===== src/rtl/sd_sck_generator_if.sv =====
// Bundle of request, configuration and status signals between an SD/SPI
// controller and the serial-clock generator.
//   master : controller side; drives enable, burst_start, burst_len, div_sel, div_custom.
//   slave  : generator side; drives sck, sck_rise, sck_fall, running, burst_done, div_active.
interface sd_sck_generator_if #(
  parameter int unsigned CNT_WIDTH   = 8,
  parameter int unsigned BURST_WIDTH = 8
);
  logic                   enable;
  logic                   burst_start;
  logic [BURST_WIDTH-1:0] burst_len;
  logic [1:0]             div_sel;
  logic [CNT_WIDTH-1:0]   div_custom;
  logic                   sck;
  logic                   sck_rise;
  logic                   sck_fall;
  logic                   running;
  logic                   burst_done;
  logic [CNT_WIDTH-1:0]   div_active;

  modport master (
    output enable, burst_start, burst_len, div_sel, div_custom,
    input  sck, sck_rise, sck_fall, running, burst_done, div_active
  );

  modport slave (
    input  enable, burst_start, burst_len, div_sel, div_custom,
    output sck, sck_rise, sck_fall, running, burst_done, div_active
  );
endinterface


===== src/rtl/sd_sck_generator.sv =====
// SD/SPI serial-clock generator. Produces a registered CPOL=0 SCK from the
// system clock with a runtime-selectable half-period, plus one-cycle rise/fall
// strobes so the controller can stay on the system clock. Supports a
// free-running mode (enable level) and a counted burst (burst_start pulse).
// Ports:
//   clock   : system clock, posedge
//   n_reset : asynchronous active-low reset
//   bus     : sd_sck_generator_if slave modport (requests in, SCK/status out)
module sd_sck_generator #(
  parameter int unsigned CNT_WIDTH   = 8,
  parameter int unsigned SLOW_DIV    = 125,
  parameter int unsigned FAST_DIV    = 4,
  parameter int unsigned BURST_WIDTH = 8
) (
  input logic                clock,
  input logic                n_reset,
  sd_sck_generator_if.slave  bus
);

  localparam logic [1:0] ST_IDLE  = 2'd0;
  localparam logic [1:0] ST_RUN   = 2'd1;
  localparam logic [1:0] ST_BURST = 2'd2;

  localparam logic [CNT_WIDTH-1:0]   CNT_ONE   = CNT_WIDTH'(1);
  localparam logic [BURST_WIDTH-1:0] BURST_ONE = BURST_WIDTH'(1);

  logic [1:0]             state_q, state_d;
  logic [CNT_WIDTH-1:0]   cnt_q, cnt_d;
  logic [BURST_WIDTH-1:0] remaining_q, remaining_d;
  logic [CNT_WIDTH-1:0]   div_active_q, div_active_d;
  logic                   sck_q, sck_d;
  logic                   rise_q, rise_d;
  logic                   fall_q, fall_d;
  logic                   done_q, done_d;
  logic [CNT_WIDTH-1:0]   div_target;
  logic                   last_cnt;

  always_comb begin
    div_target = CNT_WIDTH'(SLOW_DIV);
    unique case (bus.div_sel)
      2'd0:    div_target = CNT_WIDTH'(SLOW_DIV);
      2'd1:    div_target = CNT_WIDTH'(FAST_DIV);
      default: div_target = (bus.div_custom == '0) ? CNT_ONE : bus.div_custom;
    endcase
  end

  assign last_cnt = (cnt_q == (div_active_q - CNT_ONE));

  always_comb begin
    state_d      = state_q;
    cnt_d        = cnt_q;
    remaining_d  = remaining_q;
    div_active_d = div_active_q;
    sck_d        = sck_q;
    rise_d       = 1'b0;
    fall_d       = 1'b0;
    done_d       = 1'b0;

    unique case (state_q)
      ST_IDLE: begin
        sck_d        = 1'b0;
        cnt_d        = '0;
        div_active_d = div_target;
        if (bus.burst_start) begin
          if (bus.burst_len != '0) begin
            state_d     = ST_BURST;
            remaining_d = bus.burst_len;
          end else begin
            // Zero-length burst completes immediately without any SCK edge.
            done_d = 1'b1;
          end
        end else if (bus.enable) begin
          state_d = ST_RUN;
        end
      end

      ST_RUN, ST_BURST: begin
        if ((state_q == ST_RUN) && !bus.enable && !sck_q) begin
          // Low phase can be abandoned at once: no pulse gets truncated.
          state_d = ST_IDLE;
          cnt_d   = '0;
        end else if (last_cnt) begin
          cnt_d = '0;
          sck_d = ~sck_q;
          if (sck_q) begin
            fall_d = 1'b1;
            // Divisor only changes at a fall so a high phase is never reshaped.
            div_active_d = div_target;
            if ((state_q == ST_RUN) && !bus.enable) begin
              state_d = ST_IDLE;
            end
            if (state_q == ST_BURST) begin
              remaining_d = remaining_q - BURST_ONE;
              if (remaining_q == BURST_ONE) begin
                state_d = ST_IDLE;
                done_d  = 1'b1;
              end
            end
          end else begin
            rise_d = 1'b1;
          end
        end else begin
          cnt_d = cnt_q + CNT_ONE;
        end
      end

      default: begin
        state_d = ST_IDLE;
        sck_d   = 1'b0;
        cnt_d   = '0;
      end
    endcase
  end

  always_ff @(posedge clock or negedge n_reset) begin
    if (!n_reset) begin
      state_q      <= ST_IDLE;
      cnt_q        <= '0;
      remaining_q  <= '0;
      div_active_q <= CNT_WIDTH'(SLOW_DIV);
      sck_q        <= 1'b0;
      rise_q       <= 1'b0;
      fall_q       <= 1'b0;
      done_q       <= 1'b0;
    end else begin
      state_q      <= state_d;
      cnt_q        <= cnt_d;
      remaining_q  <= remaining_d;
      div_active_q <= div_active_d;
      sck_q        <= sck_d;
      rise_q       <= rise_d;
      fall_q       <= fall_d;
      done_q       <= done_d;
    end
  end

  assign bus.sck        = sck_q;
  assign bus.sck_rise   = rise_q;
  assign bus.sck_fall   = fall_q;
  assign bus.burst_done = done_q;
  assign bus.div_active = div_active_q;
  assign bus.running    = (state_q != ST_IDLE);

endmodule


===== src/flat_wrapper.sv =====
// flat-port wrapper written by rule: the top's interface ports become plain ports
module sd_sck_generator_flat 
#(
  parameter int unsigned CNT_WIDTH   = 8,
  parameter int unsigned SLOW_DIV    = 125,
  parameter int unsigned FAST_DIV    = 4,
  parameter int unsigned BURST_WIDTH = 8
)
  (clock, n_reset, bus_enable, bus_burst_start, bus_burst_len, bus_div_sel, bus_div_custom, bus_sck, bus_sck_rise, bus_sck_fall, bus_running, bus_burst_done, bus_div_active);
  sd_sck_generator_if #(.CNT_WIDTH(CNT_WIDTH), .BURST_WIDTH(BURST_WIDTH)) bus_i ();
  input logic clock;
  input logic n_reset;
  input wire logic [$bits(bus_i.enable)-1:0] bus_enable;
  input wire logic [$bits(bus_i.burst_start)-1:0] bus_burst_start;
  input wire logic [$bits(bus_i.burst_len)-1:0] bus_burst_len;
  input wire logic [$bits(bus_i.div_sel)-1:0] bus_div_sel;
  input wire logic [$bits(bus_i.div_custom)-1:0] bus_div_custom;
  output wire logic [$bits(bus_i.sck)-1:0] bus_sck;
  output wire logic [$bits(bus_i.sck_rise)-1:0] bus_sck_rise;
  output wire logic [$bits(bus_i.sck_fall)-1:0] bus_sck_fall;
  output wire logic [$bits(bus_i.running)-1:0] bus_running;
  output wire logic [$bits(bus_i.burst_done)-1:0] bus_burst_done;
  output wire logic [$bits(bus_i.div_active)-1:0] bus_div_active;
  assign bus_i.enable = bus_enable;
  assign bus_i.burst_start = bus_burst_start;
  assign bus_i.burst_len = bus_burst_len;
  assign bus_i.div_sel = bus_div_sel;
  assign bus_i.div_custom = bus_div_custom;
  assign bus_sck = bus_i.sck;
  assign bus_sck_rise = bus_i.sck_rise;
  assign bus_sck_fall = bus_i.sck_fall;
  assign bus_running = bus_i.running;
  assign bus_burst_done = bus_i.burst_done;
  assign bus_div_active = bus_i.div_active;
  sd_sck_generator #(.CNT_WIDTH(CNT_WIDTH), .SLOW_DIV(SLOW_DIV), .FAST_DIV(FAST_DIV), .BURST_WIDTH(BURST_WIDTH)) u_core (.clock(clock), .n_reset(n_reset), .bus(bus_i));
endmodule

===== config.mk =====
export PLATFORM = sky130hd
export DESIGN_NAME = sd_sck_generator_flat
export DESIGN_NICKNAME = d
export VERILOG_FILES = /design/src/rtl/sd_sck_generator_if.sv /design/src/rtl/sd_sck_generator.sv /design/src/flat_wrapper.sv
export SDC_FILE = /design/constraint.sdc
export NUM_CORES = 1
export LEC_CHECK = 0
export ABC_AREA = 1
export CELL_PAD_IN_SITES_DETAIL_PLACEMENT = 1
export CELL_PAD_IN_SITES_GLOBAL_PLACEMENT = 2
export CORE_MARGIN = 2
export CORE_UTILIZATION = 32
export CTS_BUF_LIST = sky130_fd_sc_hd__clkbuf_8
export DETAILED_ROUTE_END_ITERATION = 8
export PLACE_DENSITY_LB_ADDON = 0.1
export SYNTH_ARGS = -nofsm -noshare
export SYNTH_HDL_FRONTEND = slang
export SYNTH_SLANG_ARGS = --single-unit

===== constraint.sdc =====
create_clock -name clock -period 3.9 [get_ports clock]
set_clock_uncertainty 0.15 [all_clocks]
set_input_delay 0.975 -clock clock [delete_from_list [all_inputs] [get_ports clock]]
set_output_delay 0.975 -clock clock [all_outputs]
set_load 0.02 [all_outputs]

==> results.toml <==
[global_routing]
grt_first_pass_wirelength_mm = 9.16
grt_usage = 0.162
grt_pass1_vias = 1979
grt_use_met2 = 0.287
grt_antenna_before_repair = 0
top_usage_layer = "met2"
grt.met1_usage = 0.198
grt_overflow = 0
use_met3 = 0.0278
grt_max_degree = 31

[setup_path]
worstRegToRegCells = 15
cp.arrival_ps = 1770
cpMostUsedCell = "inv_1"
cp_max_fo = 4
worstSetupPathType = "flop to primary output"
cpPeakStageDelay_ps = 610
critPathSlowestCell = "clkdlybuf4s50_1"
path_delay_family = "buffers and inverters"
cp_cell_sequence = "inv_1 -> ha_1 -> inv_1 -> clkdlybuf4s50_1"
reg2reg_slack_ps = 1430
startpoint_type = "flop"
r2r-end = "u_core.remaining_q[6]"
worst_setup_path_end_kind = "primary output"
crit_required_ps = 2770
path_buf_inv = 3
r2r_start = "u_core.bus.div_active[0]"

[detailed_routing]
first_iter_violations = 74
drtAntennaViolNets = 0
wl_mm = 5.30
vias = 1912
dr.pass1.iters = 4
via_per_inst = 4.76
avgRoutedWirePerCell_um = 13.2
drcViolationCount = 0

[cts]
postCtsSetupBuffers = 0
post_cts_resized = 0
numCtsBuffers = 5
root_buffer = "clkbuf_8"
cts.hold.buffers_added = 0
cts.sinks = 30
clkLatencyLatePin_ps = 280
cts_tree = "built"
clock_path_buffers = 2
htreeDepth = 2
path_clk_slew_ps = 70

[place]
port_buffers = 34
place_congestion = 0.766
hpwl_mm = 4.20

[floorplanning]
core_region_area_mm2 = 0.00599
die_w_um = 83.1
num_io_pins = 35
die_h_um = 83.1
die-area_mm2 = 0.00691
initial_utilization = 0.335
fp-row-count = 28

[logic_synthesis]
synthCells = 289
syn_area_per_cell_um2 = 6.94
ys_seq_elements = 30
ys_types = 31
async_flop_share = 1.00
ys_warn_count = 0
synth_nets = 319
synthFlopType = "dfrtp_1"
synth.cell_area_mm2 = 0.00200
synth_edf_count = 0
synth-seq-area-share = 0.378

[sta]
finalCriticalPeriod_ps = 2890
slew-limit-headroom = 0.710
fin_crit_sh = 0.742
clock.fmax_ghz = 0.346
whs_ps = 359
finalHoldViolCount = 0
setup_violations = 0
drv_slew = 0
worst_pin_slew_ps = 434
fin_tns_setup_ps = 0
rsz0062_at_grt = "no"

[min_path]
hold_class = "flop to flop"
min_from = "u_core.bus.div_active[2]"
min_path_cells = 2
hold_end = "u_core.bus.div_active[2]"

[layout]
multi_input_area_mm2 = 0.00105
diodes = 0
mostFrequentLayoutCells = "92 x nand2_1, 35 x inv_1, 34 x clkdlybuf4s50_1, 30 x nor2_1, 24 x dfrtp_1"
nFillCells = 779
areaGrowthSynthToFinish_pct = 24.8
regArea_um2 = 758
final_nets = 356
drive_gt1_frac = 0.104
final_common_cell = "nand2_1"

[run]
cap_violations = 0

[status]
status = "complete, no violations"

[power]
powerDensity_mw_per_mm2 = 759
p_leak_nw = 1.23
vdd_drop_max_uv = 314
==> power breakdown <==
part           leakage (nW)  switching (mW)  internal [mW]
Clock                0.0524           0.124          0.140
Combinational         0.796           0.717          0.380
Sequential            0.381           0.106          0.434
==> state kept, by name (all words and copies together) (netlist names) <==
signal	cells
u_core.bus.burst_done	1
u_core.bus.div_active	8
u_core.bus.sck	1
u_core.bus.sck_fall	1
u_core.bus.sck_rise	1
u_core.cnt_q	8
u_core.remaining_q	8
u_core.state_q	2
==> how the worst max path moves through the flow <==
| stage | start | end | cells after the start | slack, ps |
|---|---|---|---|---|
| finish | u_core.state_q[0] | bus_running | 4 | 1010 |
| global route | u_core.state_q[0] | bus_running | 4 | 930 |
| CTS | u_core.state_q[0] | bus_running | 4 | 1000 |
| detailed placement | bus_enable | u_core.state_q[0] | 11 | 1190 |
| global placement | bus_enable | u_core.state_q[0] | 11 | 1210 |
| floorplan | u_core.bus.div_active[0] | u_core.state_q[0] | 13 | 1750 |
==> cells in the mapped netlist (4+ instances only) <==
master / instances / area [um^2]
a21oi_1: 4 / 20.0
dfrtp_1: 24 / 601
dfstp_2: 6 / 158
ha_1: 8 / 100
inv_1: 34 / 128
inv_2: 8 / 30.0
nand2_1: 92 / 345
nand2_2: 4 / 25.0
nand3_1: 20 / 100
nand4_1: 4 / 25.0
nor2_1: 30 / 113
nor3_1: 4 / 20.0
nor4_1: 4 / 25.0
o21ai_0: 13 / 65.1
o21ai_1: 8 / 40.0
xor2_1: 6 / 52.6
==> through the flow <==
| stage | utilization | setup slack (ps) | std cells | power [mW] | cell area (um^2) |
|---|---|---|---|---|---|
| 2_1_floorplan | - | 1750 | 289 | 1.34 | 2000 |
| 3_3_place_gp | 0.402 | 1210 | 394 | 1.64 | 2410 |
| 3_5_place_dp | 0.402 | 1190 | 394 | 1.66 | 2410 |
| 4_1_cts | 0.418 | 997 | 402 | 1.93 | 2500 |
| 5_1_grt | 0.418 | 927 | 402 | 2.11 | 2500 |
| 6_report | 0.418 | 1010 | 402 | 1.90 | 2500 |
==> tightest hold or removal path: stages, from the launching register on <==
cell     delay (ps)
dfstp_2         400
nand2_1          70
nand2_1          40
==> routing by layer <==
layer  part of all wire  routed length, um  vias up
met4              0.014                 72        0
met2               0.50               2650       29
met3              0.026                139        6
li1                   -                  -      978
met1               0.46               2440      899
met5                  0                  0        -
==> area by class of cell <==
class                      count  share of cell area
sequential                    30               0.303
inverter                      42              0.0630
timing repair buffer          35               0.139
tap                           75              0.0375
multi-input combinational    212               0.421
clock buffer                   6              0.0330
clock inverter                 2             0.00350
==> kinds of logic (layout without fill, tap and decap cells) <==
group	Yosys count	after routing	share of synthesized area
AND/OR/NAND/NOR	169	169	0.371
AO/OA/AOI/OAI	27	27	0.0693
XOR/XNOR	8	8	0.0350
buffers and inverters	47	85	0.0961
flip-flops	30	30	0.378
adder cells (fa/ha/maj)	8	8	0.0499
Note: power is estimated with default switching activity, not from simulation.
